==> src/rtl/pipe_pkg.sv <==
// Shared widths, saturation constant and result record for the
// series-evaluation pipeline.
package pipe_pkg;

   localparam int Y_W = 32;
   localparam int X_W = 8;
   localparam int N_W = 4;

   localparam logic [Y_W-1:0] SAT_Y = 32'hFFFF_FFFF;

   typedef struct packed {
      logic [Y_W-1:0] y;
      logic [X_W-1:0] x;
      logic           ovf;
   } result_t;

endpackage

==> src/rtl/sync_fifo.sv <==
// Single-clock FIFO with occupancy count; DEPTH must be a power of two,
// so the pointers wrap naturally.
module sync_fifo #(
   parameter int WIDTH = 41,
   parameter int DEPTH = 8,
   localparam int AW = (DEPTH > 1) ? $clog2(DEPTH) : 1,
   localparam int CW = $clog2(DEPTH + 1)
) (
   input  logic             clk,
   input  logic             rst,
   input  logic             push,
   input  logic             pop,
   input  logic [WIDTH-1:0] wdata,
   output logic [WIDTH-1:0] rdata,
   output logic             full,
   output logic             empty,
   output logic [CW-1:0]    count
);

   logic [WIDTH-1:0] mem [DEPTH];
   logic [AW-1:0]    wptr;
   logic [AW-1:0]    rptr;

   always_ff @(posedge clk) begin
      if (rst) begin
         wptr  <= '0;
         rptr  <= '0;
         count <= '0;
      end else begin
         if (push) wptr <= wptr + AW'(1);
         if (pop)  rptr <= rptr + AW'(1);
         case ({push, pop})
            2'b10:   count <= count + CW'(1);
            2'b01:   count <= count - CW'(1);
            default: count <= count;
         endcase
      end
   end

   // Storage needs no reset; the count qualifies every read.
   always_ff @(posedge clk) begin
      if (push) mem[wptr] <= wdata;
   end

   assign rdata = mem[rptr];
   assign full  = (count == CW'(DEPTH));
   assign empty = (count == '0);

endmodule

==> src/rtl/result_collector_pipe.sv <==
// Terminal pipeline stage: buffers results in a FIFO and hands out issue
// credits. Define COLLECTOR_SAT_EN to store overflowed results as SAT_Y.
module result_collector_pipe
   import pipe_pkg::*;
#(
   parameter int DEPTH = 8,
   localparam int CW = $clog2(DEPTH + 1)
) (
   input  logic           clk,
   input  logic           rst,
   input  logic           init,
   input  logic [Y_W-1:0] inp_y,
   input  logic [X_W-1:0] inp_x,
   input  logic           inp_ovf,
   input  logic           inp_valid,
   input  logic           issue,
   output logic           credit_ok,
   output logic [Y_W-1:0] res_y,
   output logic [X_W-1:0] res_x,
   output logic           res_ovf,
   output logic           res_valid,
   input  logic           res_ready,
   output logic           err_drop
);

   logic          clr;
   logic          push;
   logic          pop;
   logic          drop;
   logic          full;
   logic          empty;
   logic [CW-1:0] count;
   logic [CW-1:0] cred;
   result_t       wr_ent;
   result_t       head;

   assign clr  = rst | init;
   assign pop  = res_valid & res_ready;
   // A full FIFO still accepts a result when the head leaves in the same cycle.
   assign push = inp_valid & (~full | pop);
   assign drop = inp_valid & full & ~pop;

   always_comb begin
      wr_ent.x   = inp_x;
      wr_ent.ovf = inp_ovf;
`ifdef COLLECTOR_SAT_EN
      wr_ent.y   = inp_ovf ? SAT_Y : inp_y;
`else
      wr_ent.y   = inp_y;
`endif
   end

   sync_fifo #(
      .WIDTH ($bits(result_t)),
      .DEPTH (DEPTH)
   ) u_fifo (
      .clk   (clk),
      .rst   (clr),
      .push  (push),
      .pop   (pop),
      .wdata (wr_ent),
      .rdata (head),
      .full  (full),
      .empty (empty),
      .count (count)
   );

   assign res_valid = ~empty;
   assign res_y     = res_valid ? head.y   : '0;
   assign res_x     = res_valid ? head.x   : '0;
   assign res_ovf   = res_valid ? head.ovf : 1'b0;

   // Issue at zero credits holds at zero; a stray pop never lifts past DEPTH.
   always_ff @(posedge clk) begin
      if (clr) begin
         cred <= CW'(DEPTH);
      end else if (issue && !pop) begin
         if (cred != '0) cred <= cred - CW'(1);
      end else if (pop && !issue) begin
         if (cred != CW'(DEPTH)) cred <= cred + CW'(1);
      end
   end

   assign credit_ok = (cred != '0);

   always_ff @(posedge clk) begin
      if (clr)       err_drop <= 1'b0;
      else if (drop) err_drop <= 1'b1;
   end

endmodule

==> config.mk <==
export PLATFORM = sky130hd
export DESIGN_NAME = result_collector_pipe
export DESIGN_NICKNAME = d
export VERILOG_FILES = /design/src/rtl/pipe_pkg.sv /design/src/rtl/sync_fifo.sv /design/src/rtl/result_collector_pipe.sv
export SDC_FILE = /design/constraint.sdc
export NUM_CORES = 1
export LEC_CHECK = 0
export BUFFER_PORTS_ARGS = -buffer_cell sky130_fd_sc_hd__clkbuf_2
export CORE_MARGIN = 3
export CORE_UTILIZATION = 45
export CTS_BUF_LIST = sky130_fd_sc_hd__clkbuf_2
export CTS_CLUSTER_DIAMETER = 200
export DETAILED_ROUTE_END_ITERATION = 8
export PLACE_DENSITY = 0.72
export RECOVER_POWER = 25
export SLEW_MARGIN = 20
export SYNTH_ARGS = -nofsm -noshare
export SYNTH_HDL_FRONTEND = slang
export SYNTH_SLANG_ARGS = --single-unit
==> constraint.sdc <==
create_clock -name clk -period 5.4 [get_ports clk]
set_clock_uncertainty 0.1 [all_clocks]
set_input_delay 0.27 -clock clk [delete_from_list [all_inputs] [get_ports clk]]
set_output_delay 0.27 -clock clk [all_outputs]
set_load 0.005 [all_outputs]
==> impl_metrics.tcl, run 1 <==
set metrics [dict create \
    critPathCaptureType "output port" \
    clock-sinks 346 \
    power.leakage_nw 5.10 \
    grt.met1_usage 0.220 \
    r2r-end "u_fifo.count[3]$_SDFFE_PP0P_" \
    dieArea_sq_mm 0.0318 \
    drc 0 \
    netlist-cell-type-count 38 \
    grt_use_met2 0.284 \
    netlist_top_cells_area "edfxtp_1 (74%), mux4_2 (14%), mux2i_1 (3.3%), dfxtp_1 (2.7%), nor2_1 (1.7%)" \
    fin_util 0.536 \
    drt_first_iter_violations 485 \
    cts_max_level 3 \
    grtUsageTotal 0.170 \
    synth_warnings 0 \
    r2r_cells 8 \
    worstPathRequired_ps 5030 \
    die_w_um 178 \
    path_cells "buf_12 -> mux4_2 -> mux2i_1 -> nor2_1 -> clkbuf_2" \
    fin_cells 1281 \
    grt_setup_unrepaired "no" \
    worstHoldPathType "in -> reg" \
    fp-row-count 62 \
    yosysTopAreaCell "edfxtp_1" \
    hold_start "inp_y[26]" \
    slew_headroom 0.383 \
    clock_latency_ps 850 \
    post_synth_inst_count 631 \
    hold_path_end "u_fifo.mem[6][35]$_DFFE_PP_" \
    holdWs_ps 201 \
    grt_pass1_vias 7214 \
    cap_violations 0 \
    wl_per_cell_um 20.5 \
    synth_seq_area_share 0.763 \
    synth_edf_count 328 \
    nFillCells 2358 \
    vias_per_cell 5.21 \
    crit_path_top_delay_cell "dfxtp_4" \
    regArea_sq_mm 0.0102 \
    nNetsFinal 895 \
    tns_ps 0 \
    top_usage_layer "met2" \
    path_clk_slew_ps 110 \
    ios 91 \
    async_flop_share 0 \
    cts-root-buf "clkbuf_2" \
    period_minus_slack_ps 3530 \
    start_util 0.461 \
    routed_wl_um 26200 \
    powerDensity_mw_per_mm2 314 \
    cts_tree "built" \
    crit_type "reg -> out" \
    dp_hpwl_um 14400 \
    place_congestion 0.720 \
    multi_input_area_sq_mm 0.00306 \
    dp.cells 1089 \
    finalMaxSlewViolations 0 \
    tightestPinTransition_ps 925 \
    critPathMaxStageDelay_ps 940 \
    irDropWorstVdd_mv 0.113 \
    antenna_found_initial 3 \
    avgSynthCellArea_sq_um 21.2 \
    portBuffers 90 \
    drt_first_pass_iters 4 \
    area_growth_pct 16.2 \
    die_y_um 178 \
    whs_path_depth 2 \
    grt_max_degree 43 \
    fin_crit_sh 0.653 \
    cts_buffers 83 \
    dr_total_vias 6675 \
    run_status "complete, no violations" \
    post_cts_buffers 0 \
    synth_top_flop_cell "edfxtp_1" \
    grt_pass1_wl_um 40500 \
    drive_gt1_frac 0.340 \
    grt_overflow_total 0 \
    hold_viol_final 0 \
    ff2ff_setup_slack_ps 2340 \
    crit_fanout 42 \
    drt.antenna.violating_nets 0 \
    grt_util_met3 0.0407 \
    critPathLaunchType "flop" \
    finalPower_mw 4.89 \
    setup_viol 0 \
    synth_top_area_share 0.736 \
    cts.path.max_buffers 3 \
    fmax_mhz 283 \
    core_area_sq_mm 0.0290 \
    cp.arrival_ps 3160 \
    reg2reg_from "u_fifo.count[1]$_SDFFE_PP0P_" \
    ys_seq_elements 346 \
    syn-cell-area_sq_mm 0.0134 \
    synth_nets 687 \
]
==> cell usage after synthesis (all sizes together), types with 2 or more instances <==
cell type  instances
xor2               8
mux2i             44
o21ai              3
ha                 8
dfxtp             18
nor2              60
or3                4
edfxtp           328
nand2b             5
inv                5
buf               19
nor3               5
a21oi              7
xnor2              2
clkbuf            11
nand2              5
nand3              3
nor4               2
o211ai             2
mux4              82
==> layer usage <==
layer	routed length, um	vias to the layer above
li1	-	3038
met5	0	-
met1	11000	3407
met4	368	0
met3	1500	25
met2	13300	205
==> how the worst max path moves through the flow <==
stage	start	to	slack (ps)
after floorplan	u_fifo.count[1]$_SDFFE_PP0P_	u_fifo.mem[0][0]$_DFFE_PP_	100
after CTS	flop	res_x[6]	1680
after global placement	u_fifo.count[1]$_SDFFE_PP0P_	u_fifo.mem[2][36]$_DFFE_PP_	2470
after global routing	flop	res_x[7]	1540
final	flop	res_x[7]	1870
after detailed placement	u_fifo.count[1]$_SDFFE_PP0P_	u_fifo.mem[2][36]$_DFFE_PP_	2370
==> what timing repair did <==
item	CTS	global route
resized for setup	0	0
hold buffers	49	0
hold endpoints to repair	359	0
==> final cells by class <==
cell class	instances	share of cell area
clock inverter	20	0.00917
inverter	5	0.00121
multi-input combinational	250	0.197
timing repair buffer	153	0.0658
clock buffer	120	0.0386
tap	384	0.0309
sequential	346	0.657
antenna	3	0.000483
==> registers in the layout, summed over array words and instances (netlist names), named ones only <==
register      cells
u_fifo.rptr       3
u_fifo.mem      328
err_drop          1
u_fifo.wptr       3
u_fifo.count      4
cred              4
==> per-stage QoR <==
step                      cell area [sq um]  worst slack (ps)
after CTS                             15600              1680
after global routing                  15600              1540
final                                 15600              1870
after global placement                14400              2470
after detailed placement              14400              2370
after floorplan                       13400               101
==> logic make-up (layout without fill, tap and decap cells) <==
family                   count (synthesis)  in the layout  share of synthesized area
multiplexers                           126            126                      0.171
other                                    0              3                          0
adder cells (fa/ha/maj)                  9              9                    0.00898
AND/OR/NAND/NOR                         87             87                     0.0290
flip-flops                             346            346                      0.763
buffers and inverters                   35            298                     0.0119
AO/OA/AOI/OAI                           18             18                    0.00926
XOR/XNOR                                10             10                    0.00711
==> placed cells by master, fill, tap and decap left out, drive strengths merged, types with 4 or more instances in the layout <==
cell type,instances
buf,14
mux2i,44
ha,8
clkinv,15
a21oi,7
xor2,8
clkbuf,210
inv,6
dfxtp,18
or3,4
edfxtp,328
mux4,82
dlygate4sd3,49
nor2,60
nand2b,5
nor3,5
nand2,5
==> power by group <==
group | total [mW] | switching (mW) | internal (mW)
registers | 2.98 | 0.0172 | 2.97
logic | 0.260 | 0.142 | 0.118
clock network | 1.65 | 0.962 | 0.686
total | 4.89 | 1.12 | 3.77
==> worst max-delay path: cells and delay by family (launching register included) <==
kind                   cells  cell delay, ps
DFF                        1             940
muxes                      2             710
buffers and inverters      2             570
and+or+nand+nor            1             110
(Power assumes the default switching activity.)
==> inputs of run 2 (changes only) <==
Settings changed: PLACE_DENSITY 0.72 to 0.69.
Clock period 5.4 ns to 3.64 ns, I/O delays scaled along.
==> run 2 against run 1 <==
  * Utilization increased by 1.9 points
  * Via count grew 6.4%
  * Clock-buffer cell count decreased by 2
  * Sequential cell count stayed put
  * Die area did not move
  * First-iteration DRC count increased by 6.8%
  * Register-to-register slack got worse by 1800 ps
  * Global-route usage rose by 0.80 points
  * Worst setup slack got worse by 1500 ps
  * Critical endpoint is now res_y[23]
  * Largest power group unchanged
  * Highest routed layer unchanged
==> impl_metrics.tcl, run 2 (synthesized netlist as in run 1, its figures left out) <==
set metrics [dict create \
    grt_setup_unrepaired "no" \
    die_w_um 178 \
    nNetsFinal 943 \
    grt_pass1_vias 7798 \
    largest_register_ffs 328 \
    top_usage_layer "met2" \
    grt_util_met3 0.0381 \
    holdWs_ps 185 \
    worstHoldPathType "in -> reg" \
    grt_max_degree 45 \
    power.switching_mw 1.73 \
    finalMaxSlewViolations 0 \
    p_clk_frac 0.340 \
    fmax_mhz 308 \
    drive_gt1_frac 0.333 \
    power.leakage_nw 5.34 \
    core_area_sq_mm 0.0290 \
    critPathLaunchType "flop" \
    whs_path_depth 2 \
    cts-root-buf "clkbuf_2" \
    ios 91 \
    start_util 0.461 \
    drc 0 \
    dr_total_vias 7105 \
    mostFrequentLayoutCells "edfxtp_1 (328), clkbuf_2 (186), dlygate4sd3_1 (91), mux4_2 (82), nor2_1 (56)" \
    grt_overflow_total 0 \
    crit_fanout 32 \
    powerDensity_mw_per_mm2 458 \
    r2r_cells 8 \
    routed_wl_um 27700 \
    placed_area_sq_mm 0.0144 \
    combPwrFrac 0.059 \
    final_common_cell "edfxtp_1" \
    dieArea_sq_mm 0.0318 \
    nFillCells 2298 \
    fp-row-count 62 \
    grt_pass1_wl_um 42800 \
    die_y_um 178 \
    fin_area_sq_mm 0.0161 \
    irDropWorstVdd_mv 0.321 \
    tightestPinTransition_ps 939 \
    critPathCaptureType "output port" \
    area_growth_pct 20.3 \
    portBuffers 90 \
    cap_violations 0 \
    grtUsageTotal 0.178 \
    grt_use_met2 0.306 \
    path_clk_slew_ps 90 \
    clock_latency_ps 850 \
    intPower_mw 5.64 \
    place_congestion 0.810 \
    cts_buffers 85 \
    cts_max_level 3 \
    wl_per_cell_um 20.7 \
    clock-sinks 346 \
    fin_crit_sh 0.893 \
    setup_viol 0 \
    run_status "complete, no violations" \
    vias_per_cell 5.31 \
    drt.antenna.violating_nets 0 \
    cts_tree "built" \
    grt.met1_usage 0.221 \
    cp.arrival_ps 2970 \
    swShare 0.234 \
    hold_viol_final 0 \
    antenna_found_initial 1 \
    dp_hpwl_um 15200 \
    slew_headroom 0.372 \
    crit_type "reg -> out" \
    drt_first_iter_violations 518 \
    reg.largest.list "u_fifo.mem (328), cred (4), u_fifo.count (4)" \
    pwr-share-seq 0.601 \
    cts.path.max_buffers 3 \
    largest_register "u_fifo.mem" \
    period_minus_slack_ps 3250 \
    worstPathRequired_ps 3360 \
    drt_first_pass_iters 4 \
    finalPower_mw 7.37 \
    cts-resized-gates 0 \
]
## run 2: cell types whose count changed in the layout (fill, tap and decap cells not counted), sizes merged
cell         delta
buf             +4
clkbuf          -2
clkinv         +13
clkinvlp        +1
diode           -2
dlygate4sd3    +42
inv             +1
## run 2: stage by stage
step	setup TNS [ps]	utilization	setup WS, ps	instances
6_report	0	0.555	391	1338
5_1_grt	0	0.555	104	1338
4_1_cts	0	0.556	188	1337
3_5_place_dp	0	0.497	626	1093
3_3_place_gp	0	0.497	681	1091
2_1_floorplan	-68680	-	-558	631
## run 2: worst paths after layout
path	startpoint	to	slack, ps
worst max-delay path	flop	res_y[23]	390
worst min-delay path	inp_ovf	u_fifo.mem[2][0]$_DFFE_PP_	190
worst max register to register	u_fifo.count[1]$_SDFFE_PP0P_	u_fifo.count[3]$_SDFFE_PP0P_	510
worst min register to register	u_fifo.rptr[2]$_SDFFE_PP0P_	u_fifo.rptr[2]$_SDFFE_PP0P_	460
## run 2: power groups by stage
| stage | combinational, mW | sequential (mW) | clock (mW) |
|---|---|---|---|
| detailed placement | 0.366 | 4.52 | 0 |
| floorplan | 0.204 | 4.51 | 0 |
| CTS | 0.443 | 4.43 | 2.60 |
| global route | 0.477 | 4.43 | 2.81 |
| finish | 0.436 | 4.43 | 2.50 |
| global placement | 0.345 | 4.51 | 0 |
## run 2: area by class of cell
class,count,area [sq um],area share
repair buffers,199,1510,0.0938
well taps,384,480,0.0298
diodes,1,2.50,0.000155
inverters,5,18.8,0.00117
multi-input cells,250,3080,0.191
clock inverters,35,203,0.0126
clock buffers,118,591,0.0367
flip-flops and latches,346,10200,0.635
## run 2: routing by layer
layer | up-vias | wire length [um]
met2 | 226 | 14600
met4 | 0 | 648
met1 | 3668 | 11100
li1 | 3156 | -
met5 | - | 0
met3 | 55 | 1320
## run 2: critical path, stage by stage, from the launching register on
cell,delay (ps)
dfxtp_4,790
buf_12,310
mux4_2,530
mux2i_1,240
nor2_1,70
clkbuf_2,150
## run 2: timing repair
| action | in CTS | in global routing |
|---|---|---|
| hold buffers | 91 | 0 |
| endpoints found under the setup margin | 0 | 0 |
| buffers inserted | 0 | 0 |
| hold endpoints to repair | 392 | 0 |
==> inputs of run 3 (changes only) <==
Settings changed: ABC_AREA set to 1.
==> run 3 against run 2 <==
  * First-iteration DRC count up 39%
  * Largest power group unchanged
  * Sequential share of layout area down 0.39 points
  * Global-route usage up 1.2 points
  * Combinational power up 75%
==> impl_metrics.tcl, run 3 <==
set metrics [dict create \
    run_status "complete, no violations" \
    netlist_top_cells_area "edfxtp_1 (71%), nor2_1 (8.5%), o21ai_0 (5.3%), dfxtp_1 (2.6%), o211ai_1 (2.2%)" \
    tightestPinTransition_ps 1080 \
    synth_top_flop_cell "edfxtp_1" \
    drt.antenna.violating_nets 0 \
    syn-cell-area_sq_mm 0.0138 \
    nNetsFinal 1378 \
    post_synth_inst_count 1112 \
    clock_latency_ps 820 \
    routed_wl_um 31600 \
    grtUsageTotal 0.190 \
    cts.path.max_buffers 3 \
    vias_per_cell 5.28 \
    path_clk_slew_ps 100 \
    period_minus_slack_ps 3350 \
    synth_top_area_share 0.712 \
    irDropWorstVdd_mv 0.352 \
    tns_ps 0 \
    hold_viol_final 0 \
    final_common_cell "edfxtp_1" \
    drt_first_iter_violations 719 \
    netlist-cell-type-count 28 \
    setup_viol 0 \
    crit_path_top_delay_cell "buf_4" \
    cp.arrival_ps 3070 \
    worstHoldPathType "in -> reg" \
    avgSynthCellArea_sq_um 12.4 \
    dp_hpwl_um 16000 \
    dr_total_vias 9315 \
    synth_warnings 0 \
    ios 91 \
    power.leakage_nw 5.77 \
    cts-root-buf "clkbuf_2" \
    mostFrequentLayoutCells "edfxtp_1 (328), nor2_1 (307), clkbuf_2 (178), o21ai_0 (147), dlygate4sd3_1 (80)" \
    grt_pass1_wl_um 49900 \
    powerDensity_mw_per_mm2 475 \
    ys_seq_elements 346 \
    async_flop_share 0 \
    critPathMaxStageDelay_ps 650 \
    fmax_mhz 298 \
    portBuffers 90 \
    cts_buffers 85 \
    largest_register "u_fifo.mem" \
    grt_max_degree 83 \
    worstPathRequired_ps 3360 \
    dieArea_sq_mm 0.0329 \
    synth_edf_count 328 \
    finalPower_mw 7.69 \
    drive_gt1_frac 0.160 \
    cts-resized-gates 0 \
    crit_type "reg -> out" \
    drc 0 \
    drt_first_pass_iters 5 \
    slew_headroom 0.279 \
    grt_overflow_total 0 \
    critPathCaptureType "output port" \
    path_cells "buf_4 -> o21ai_0 -> o211ai_1 -> nand2_1 -> nor2_1 -> clkbuf_2" \
    fin_cells 1765 \
    synthTopCellsByCount "edfxtp_1 (328), nor2_1 (315), o21ai_0 (147), nand2_1 (69), o22ai_1 (41)" \
    start_util 0.462 \
    critPathLaunchType "flop" \
    cts_max_level 3 \
    core_area_sq_mm 0.0300 \
    yosysTopAreaCell "edfxtp_1" \
    clock-sinks 346 \
    die_y_um 181 \
    synth_seq_area_share 0.738 \
    die_w_um 181 \
    area_growth_pct 17.1 \
    largest_register_ffs 328 \
    place_congestion 0.764 \
    grt_setup_unrepaired "no" \
    antenna_found_initial 1 \
    wl_per_cell_um 17.9 \
    dp.cells 1545 \
    reg.largest.list "u_fifo.mem (328), cred (4), u_fifo.count (4)" \
    fp-row-count 63 \
    synth_nets 1168 \
    grt_pass1_vias 9405 \
    fin_crit_sh 0.921 \
    crit_fanout 68 \
    finalMaxSlewViolations 0 \
    cts_tree "built" \
    cap_violations 0 \
    synth.most_common_cell "edfxtp_1" \
]
[run 3: changes by cell type after synthesis, sizes merged, moves of 17 or more]
cell    previous run  this run
nor2              60       315
o22ai              1        41
clkbuf            11        31
o211ai             2        41
inv                5        25
mux2i             44         0
nand2              5        69
mux4              82         0
o21ai              3       173
buf               19        36
[run 3: logic make-up (layout without fill, tap and decap cells)]
group	count (synthesis)	count (layout)	share of synthesized area
adder cells (fa/ha/maj)	9	9	0.00868
AND/OR/NAND/NOR	395	395	0.109
flip-flops	346	346	0.738
AO/OA/AOI/OAI	265	265	0.107
other	0	1	0
buffers and inverters	92	354	0.0343
XOR/XNOR	5	5	0.00316
[run 3: layer usage]
layer,global-route usage,vias to the layer above,part of all wire
li1,-,4455,-
met1,0.245,4483,0.42
met2,0.324,335,0.50
met3,0.0360,42,0.059
met4,0.0664,0,0.016
met5,0,-,0
[run 3: power by group]
| group | leakage [nW] | internal, mW | switching, mW |
|---|---|---|---|
| Clock | 0.557 | 1.01 | 1.46 |
| Combinational | 2.09 | 0.281 | 0.481 |
| Sequential | 3.13 | 4.42 | 0.0414 |
[run 3: timing repair]
item / CTS / global route
buffers inserted: 0 / 0
hold endpoints to repair: 346 / 1
hold buffers: 79 / 1
[run 3: worst max-delay path, delay by kind of cell (launching register included)]
family / cells / cell delay [ps]
buffers and inverters: 2 / 810
DFF: 1 / 640
AOI/OAI and AO/OA: 2 / 470
and+or+nand+nor: 2 / 320
[run 3: path summary, 6_finish.rpt]
path	startpoint	slack [ps]	cells past startpoint	endpoint
setup / recovery	flop	290	6	res_y[6]
hold / removal	inp_x[2]	150	2	u_fifo.mem[0][3]$_DFFE_PP_
setup reg to reg	u_fifo.count[0]$_SDFFE_PP0P_	1050	11	cred[3]$_SDFFE_PP1P_
hold reg to reg	u_fifo.rptr[0]$_SDFFE_PP0P_	410	1	u_fifo.rptr[0]$_SDFFE_PP0P_
[run 3: area by class of cell]
cell class / instances / area [sq um]
repair buffers: 190 / 1440
fillers: 2506 / 13800
clock buffers: 117 / 586
flip-flops and latches: 346 / 10200
multi-input cells: 674 / 3210
well taps: 390 / 488
clock inverters: 22 / 156
inverters: 25 / 96.3
diodes: 1 / 2.50
[run 3: stage by stage]
step | worst slack [ps] | instance area (sq um) | util | hold WS (ps)
floorplan | 437 | 13800 | - | 181
global placement | 1190 | 14700 | 0.491 | 358
detailed placement | 1150 | 14700 | 0.491 | 363
CTS | 238 | 16200 | 0.542 | 0.00810
global route | 27.2 | 16200 | 0.541 | 93.8
finish | 289 | 16200 | 0.541 | 151
